`config.mk`:
```
export PLATFORM = sky130hd
export DESIGN_NAME = predictive_phase_array
export DESIGN_NICKNAME = d
export VERILOG_FILES = /design/src/rtl/pst_pkg.sv /design/src/rtl/phase_err_unit.sv /design/src/rtl/predictive_phase_array.sv
export SDC_FILE = /design/constraint.sdc
export NUM_CORES = 1
export LEC_CHECK = 0
export BUFFER_PORTS_ARGS = -buffer_cell sky130_fd_sc_hd__buf_2
export CORE_UTILIZATION = 50
export CTS_CLUSTER_DIAMETER = 30
export CTS_CLUSTER_SIZE = 20
export DETAILED_ROUTE_END_ITERATION = 8
export HOLD_SLACK_MARGIN = 0.12
export PLACE_DENSITY = 0.72
export SLEW_MARGIN = 25
export SYNTH_ARGS = -nofsm -noshare
export SYNTH_HDL_FRONTEND = slang
export SYNTH_SLANG_ARGS = --single-unit
```
`constraint.sdc`:
```
create_clock -name clk -period 12.7 [get_ports clk]
set_input_delay 2.54 -clock clk [delete_from_list [all_inputs] [get_ports clk]]
set_output_delay 2.54 -clock clk [all_outputs]
set_load 0.01 [all_outputs]
```
`src/rtl/pst_pkg.sv`:
```
// Shared definitions for the predictive phase array.
//   PW_DEFAULT : default phase width
//   state_t    : sweep controller states
//   phase_step : learning step with a forced minimum of 1 for any non-zero error
package pst_pkg;

    localparam int PW_DEFAULT = 8;

    typedef enum logic [1:0] {
        IDLE  = 2'd0,
        SWEEP = 2'd1,
        DONE  = 2'd2
    } state_t;

    // A plain right shift would stall small errors forever; forcing a step of 1
    // lets the prediction land exactly on the actual phase.
    function automatic logic [31:0] phase_step(input logic [31:0] mag, input int shift);
        logic [31:0] s;
        s = mag >> shift;
        if (s == 32'd0 && mag != 32'd0)
            s = 32'd1;
        return s;
    endfunction

endpackage

```
`src/rtl/phase_err_unit.sv`:
```
// Combinational per-channel datapath: prediction error and next prediction.
//   actual    : snapshotted phase of the channel
//   pred      : current prediction of the channel
//   learn     : 1 = next_pred moves toward actual, 0 = next_pred = pred
//   mag       : |actual - pred|
//   sign      : 1 when actual is later than pred
//   surprise  : mag above the surprise threshold
//   next_pred : updated prediction
module phase_err_unit
    import pst_pkg::*;
#(
    parameter int PW          = PW_DEFAULT,
    parameter int LR_SHIFT    = 2,
    parameter int SURPRISE_TH = 16
) (
    input  logic [PW-1:0] actual,
    input  logic [PW-1:0] pred,
    input  logic          learn,
    output logic [PW-1:0] mag,
    output logic          sign,
    output logic          surprise,
    output logic [PW-1:0] next_pred
);

    logic [PW:0]   diff;
    logic [PW-1:0] step;

    always_comb begin
        diff      = {1'b0, actual} - {1'b0, pred};
        // Negative difference: magnitude is pred - actual, which fits in PW bits.
        mag       = diff[PW] ? (pred - actual) : diff[PW-1:0];
        sign      = ~diff[PW] & (diff != '0);
        surprise  = (32'(mag) > 32'(SURPRISE_TH));
        // step never exceeds mag, so the update cannot overshoot or wrap.
        step      = PW'(phase_step(32'(mag), LR_SHIFT));
        next_pred = pred;
        if (learn)
            next_pred = sign ? (pred + step) : (pred - step);
    end

endmodule

```
`src/rtl/predictive_phase_array.sv`:
```
// N-channel time-multiplexed predictive phase unit. On cycle_start the channel
// phases and fired flags are snapshotted, then one channel is processed per
// clock; a summary total_err and sweep_done follow the last channel.
//   clk, rst_n         : clock, async active-low reset
//   cycle_start        : gamma cycle boundary, starts a sweep
//   actual_phase_flat  : channel k at [k*PW +: PW]
//   fired_flat         : channel k fired
//   learn_en           : enable prediction updates
//   err_ch/err_mag/err_sign/surprise/err_valid : per-channel result strobe
//   pred_phase_flat    : registered predictions
//   total_err          : summed error of the last completed sweep
//   sweep_done         : one-clock completion pulse
//   overrun            : sticky, cycle_start seen mid-sweep
//
// state | meaning
// IDLE  | waiting for cycle_start
// SWEEP | processing channel idx, one per clock
// DONE  | publishing total_err and pulsing sweep_done
module predictive_phase_array
    import pst_pkg::*;
#(
    parameter int N_CH        = 4,
    parameter int PW          = PW_DEFAULT,
    parameter int PRED_INIT   = 128,
    parameter int LR_SHIFT    = 2,
    parameter int SURPRISE_TH = 16,
    parameter int CHW         = (N_CH > 1) ? $clog2(N_CH) : 1
) (
    input  logic                 clk,
    input  logic                 rst_n,
    input  logic                 cycle_start,
    input  logic [N_CH*PW-1:0]   actual_phase_flat,
    input  logic [N_CH-1:0]      fired_flat,
    input  logic                 learn_en,
    output logic [CHW-1:0]       err_ch,
    output logic [PW-1:0]        err_mag,
    output logic                 err_sign,
    output logic                 err_valid,
    output logic                 surprise,
    output logic [N_CH*PW-1:0]   pred_phase_flat,
    output logic [PW+CHW-1:0]    total_err,
    output logic                 sweep_done,
    output logic                 overrun
);

    localparam int ACW = PW + CHW;

    state_t              state;
    logic [CHW-1:0]      idx;
    logic [N_CH*PW-1:0]  snap_phase;
    logic [N_CH-1:0]     snap_fired;
    logic [N_CH*PW-1:0]  pred_q;
    logic [ACW-1:0]      acc;

    logic [PW-1:0]       act_cur;
    logic [PW-1:0]       pred_cur;
    logic [PW-1:0]       u_mag;
    logic                u_sign;
    logic                u_surprise;
    logic [PW-1:0]       u_next;

    assign act_cur         = snap_phase[idx*PW +: PW];
    assign pred_cur        = pred_q[idx*PW +: PW];
    assign pred_phase_flat = pred_q;

    phase_err_unit #(
        .PW          (PW),
        .LR_SHIFT    (LR_SHIFT),
        .SURPRISE_TH (SURPRISE_TH)
    ) u_err (
        .actual    (act_cur),
        .pred      (pred_cur),
        .learn     (learn_en),
        .mag       (u_mag),
        .sign      (u_sign),
        .surprise  (u_surprise),
        .next_pred (u_next)
    );

    always_ff @(posedge clk or negedge rst_n) begin
        if (!rst_n) begin
            state      <= IDLE;
            idx        <= '0;
            snap_phase <= '0;
            snap_fired <= '0;
            pred_q     <= {N_CH{PW'(PRED_INIT)}};
            acc        <= '0;
            err_ch     <= '0;
            err_mag    <= '0;
            err_sign   <= 1'b0;
            err_valid  <= 1'b0;
            surprise   <= 1'b0;
            total_err  <= '0;
            sweep_done <= 1'b0;
            overrun    <= 1'b0;
        end else begin
            err_valid  <= 1'b0;
            sweep_done <= 1'b0;
            case (state)
                IDLE: begin
                    if (cycle_start) begin
                        snap_phase <= actual_phase_flat;
                        snap_fired <= fired_flat;
                        acc        <= '0;
                        idx        <= '0;
                        state      <= SWEEP;
                    end
                end
                SWEEP: begin
                    if (cycle_start) begin
                        // Abort: the channel at idx is not processed this edge.
                        overrun    <= 1'b1;
                        snap_phase <= actual_phase_flat;
                        snap_fired <= fired_flat;
                        acc        <= '0;
                        idx        <= '0;
                    end else begin
                        if (snap_fired[idx]) begin
                            err_valid <= 1'b1;
                            err_ch    <= idx;
                            err_mag   <= u_mag;
                            err_sign  <= u_sign;
                            surprise  <= u_surprise;
                            acc       <= acc + ACW'(u_mag);
                            if (learn_en)
                                pred_q[idx*PW +: PW] <= u_next;
                        end
                        if (idx == CHW'(N_CH - 1))
                            state <= DONE;
                        else
                            idx <= idx + 1'b1;
                    end
                end
                DONE: begin
                    total_err  <= acc;
                    sweep_done <= 1'b1;
                    if (cycle_start) begin
                        snap_phase <= actual_phase_flat;
                        snap_fired <= fired_flat;
                        acc        <= '0;
                        idx        <= '0;
                        state      <= SWEEP;
                    end else begin
                        state <= IDLE;
                    end
                end
                default: state <= IDLE;
            endcase
        end
    end

endmodule

```
==> metrics.txt <==
# TYPE chip_impl_metric gauge
chip_impl_metric{name="drive_above_1_share",unit=""} 0.312
chip_impl_info{name="synth_area_leader_cell",value="dfrtp_1"} 1
chip_impl_info{name="cts_tree",value="built"} 1
chip_impl_metric{name="synthDistinctLibCells",unit=""} 71
chip_impl_metric{name="post_synth_instance_area",unit="um2"} 6360
chip_impl_metric{name="postCtsSetupRepairBufs",unit=""} 0
chip_impl_metric{name="cts_hold_repair.buffers",unit=""} 0
chip_impl_metric{name="overflow",unit=""} 0
chip_impl_metric{name="timing_worst_slew_pin_value",unit="ns"} 1.04
chip_impl_info{name="synthFlopType",value="dfrtp_1"} 1
chip_impl_metric{name="insertion_delay",unit="ns"} 0.36
chip_impl_metric{name="path_max_fanout",unit=""} 23
chip_impl_metric{name="report.final.slew_viol_count",unit=""} 0
chip_impl_metric{name="post_cts.resized_instances",unit=""} 0
chip_impl_metric{name="cts_sinks",unit=""} 107
chip_impl_info{name="status",value="finished clean"} 1
chip_impl_info{name="cts_root_buffer",value="clkbuf_16"} 1
chip_impl_metric{name="start_util",unit=""} 0.521
chip_impl_metric{name="drt_pre_antenna_iters",unit=""} 5
chip_impl_metric{name="synth_top_area_frac",unit=""} 0.405
chip_impl_metric{name="post-route-period-util",unit=""} 0.490
chip_impl_metric{name="drc_markers",unit=""} 0
chip_impl_metric{name="final_nets",unit=""} 756
chip_impl_metric{name="first_global_vias",unit=""} 4694
chip_impl_metric{name="ys_warn_count",unit=""} 0
chip_impl_metric{name="postSynthCellCount",unit=""} 585
chip_impl_metric{name="die_w",unit="um"} 115
chip_impl_metric{name="synthArstFlopShare",unit=""} 1.00
chip_impl_metric{name="worst_clock_skew",unit="ns"} 0.00749
chip_impl_metric{name="synth_enable_flop_cells",unit=""} 0
chip_impl_metric{name="ys_seq_area_frac",unit=""} 0.422
chip_impl_metric{name="avgViaCountPerCell",unit=""} 5.73
chip_impl_metric{name="post_detailed_routing_wire_length",unit="um"} 15100
chip_impl_info{name="post_synth_most_frequent_cells",value="dfrtp_1, nand2_1, o21ai_0, mux2_2, ha_1"} 1
chip_impl_metric{name="tritoncts.num_buffers",unit=""} 9
chip_impl_info{name="critPathKind",value="register to register"} 1
chip_impl_metric{name="critPathArrivalTime",unit="ns"} 6.48
chip_impl_metric{name="drt-initial-drc-count",unit=""} 335
chip_impl_metric{name="number_of_antenna_violations_at_the_first_check_in_global_routing",unit=""} 0
chip_impl_metric{name="setup_viol",unit=""} 0
chip_impl_metric{name="timing_hold_violations_final",unit=""} 0
chip_impl_metric{name="place.port_buffers",unit=""} 96
chip_impl_metric{name="routability_congestion",unit=""} 0.877
chip_impl_metric{name="num_io_pins",unit=""} 97
chip_impl_metric{name="grt.total_usage",unit=""} 0.241
chip_impl_metric{name="timing.setup.tns",unit="ns"} 0
chip_impl_metric{name="maximum_clock_path_buffer_count",unit=""} 2
chip_impl_metric{name="syn_nets",unit=""} 669
chip_impl_metric{name="design.die.area",unit="um2"} 13200
chip_impl_metric{name="antenna_cells_inserted",unit=""} 0
chip_impl_metric{name="flow.area_growth_from_synthesis",unit="%"} 13.5
chip_impl_info{name="most_area_consuming_cells_after_synthesis",value="dfrtp_1, ha_1, mux2_2"} 1
chip_impl_metric{name="timing.slew.headroom",unit=""} 0.301
chip_impl_metric{name="post_drt_wl_per_cell",unit="um"} 17.9
chip_impl_metric{name="antenna_left",unit=""} 0
chip_impl_metric{name="routed_vias",unit=""} 4844
chip_impl_metric{name="fp.dieH",unit="um"} 115
chip_impl_metric{name="worstPathRequired",unit="ns"} 12.96
chip_impl_metric{name="max_freq",unit="MHz"} 161
chip_impl_metric{name="placementRows",unit=""} 40
chip_impl_info{name="hold_class",value="register to register"} 1
chip_impl_metric{name="cts.htree.levels",unit=""} 3
chip_impl_metric{name="maxCapViolCount",unit=""} 0
chip_impl_metric{name="grt_pass1_wl",unit="um"} 24100
chip_impl_metric{name="syn_area_per_cell",unit="um2"} 10.9
chip_impl_metric{name="clk_transition_reported_paths",unit="ns"} 0.07
chip_impl_metric{name="ys_ff_latch",unit=""} 107
chip_impl_metric{name="maximum_number_of_pins_on_one_net_before_global_route_repair",unit=""} 68
chip_impl_info{name="rsz_0062_raised_after_global_routing",value="no"} 1
chip_impl_info{name="worstSetupEndpointType",value="register"} 1
chip_impl_metric{name="hpwl",unit="um"} 11100
chip_impl_metric{name="final_critical_path_required_period",unit="ns"} 6.22
chip_impl_info{name="critical_path.startpoint_type",value="register"} 1
chip_impl_info{name="cell_with_the_most_instances_after_synthesis",value="dfrtp_1"} 1
chip_impl_metric{name="core",unit="um2"} 12200
[cells by family after synthesis]
logic type      after synthesis  synth area share
fa+ha+maj                    44            0.0913
flops                       107             0.422
mux                          72             0.156
buf+inv                      64            0.0441
xor+xnor                     23            0.0329
simple gates                144             0.116
compound gates              131             0.138
[registers in the layout, indices dropped and copies added, names as in the netlist]
signal,flops
pred_phase_flat,32
snap_phase,32
acc,10
total_err,10
err_mag,8
snap_fired,4
err_ch,2
idx,2
state,2
err_sign,1
err_valid,1
overrun,1
surprise,1
sweep_done,1
[metrics by stage]
stage | cell area [um2] | setup WS, ns | hold WS, ns | cells | utilization
6_report | 7220 | 6.48 | 0.480 | 845 | 0.591
5_1_grt | 7220 | 6.10 | 0.500 | 845 | 0.591
4_1_cts | 7220 | 6.56 | 0.485 | 845 | 0.591
3_5_place_dp | 6950 | 6.59 | 0.467 | 829 | 0.569
3_3_place_gp | 6950 | 6.63 | 0.459 | 829 | 0.569
2_1_floorplan | 6360 | 6.98 | 0.447 | 585 | -
[worst paths after layout]
| check | slack [ns] | cells after the start | start | endpoint |
|---|---|---|---|---|
| max | 6.48 | 24 | idx[1] | pred_phase_flat[15] |
| min reg2reg | 0.48 | 1 | overrun | overrun |
| min in group asynchronous | 2.16 | 1 | rst_n | acc[6] |
| max in group asynchronous | 9.30 | 2 | rst_n | snap_phase[4] |
| max reg2reg | 6.48 | 24 | idx[1] | pred_phase_flat[15] |
| min | 0.48 | 1 | overrun | overrun |
[layout make-up]
| cell class | count | area (um2) |
|---|---|---|
| multi-input cells | 414 | 3400 |
| well taps | 168 | 210 |
| repair buffers | 99 | 505 |
| clock inverters | 6 | 41.3 |
| fillers | 1056 | 4990 |
| clock buffers | 10 | 229 |
| flip-flops and latches | 107 | 2680 |
| inverters | 41 | 154 |
[critical path: stages, from the launching register on]
cell and delay [ns]:
dfrtp_1 1.03, mux4_2 0.52, inv_1 0.12, ha_1 0.15
inv_1 0.05, fa_1 0.43, a21oi_1 0.23, o211a_1 0.22
xnor2_1 0.17, a21oi_1 0.11, or3_4 0.40, nor3b_1 0.24
a21o_1 0.18, inv_1 0.05, ha_1 0.27, a32o_1 0.25
ha_1 0.28, a21oi_1 0.22, o211ai_1 0.15, o21ai_0 0.19
nand2b_1 0.09, a21oi_1 0.18, xnor2_1 0.15, xnor2_1 0.15
o31ai_1 0.26
[cell usage in the layout, fill, tap and decap left out, types with 7 or more instances in the layout]
cell	instances
dfrtp_1	103
buf_2	95
nand2_1	78
o21ai_0	46
mux2_2	44
ha_1	40
inv_1	39
a21oi_1	20
o31ai_1	18
mux4_2	16
xnor2_1	15
nand3_1	12
mux2i_1	11
nor2_1	9
clkbuf_16	9
xor2_1	7
[metal layers]
layer | wire (um) | up-vias | global-route usage
met3 | 799 | 22 | 0.0395
met4 | 340 | 0 | 0.106
met5 | 0 | - | 0
met2 | 7130 | 150 | 0.378
met1 | 6840 | 2410 | 0.332
li1 | - | 2262 | -
Power is left out: the tool's default activity adds up to more than one toggle a clock period on the data nets, which glitch-free logic cannot reach.
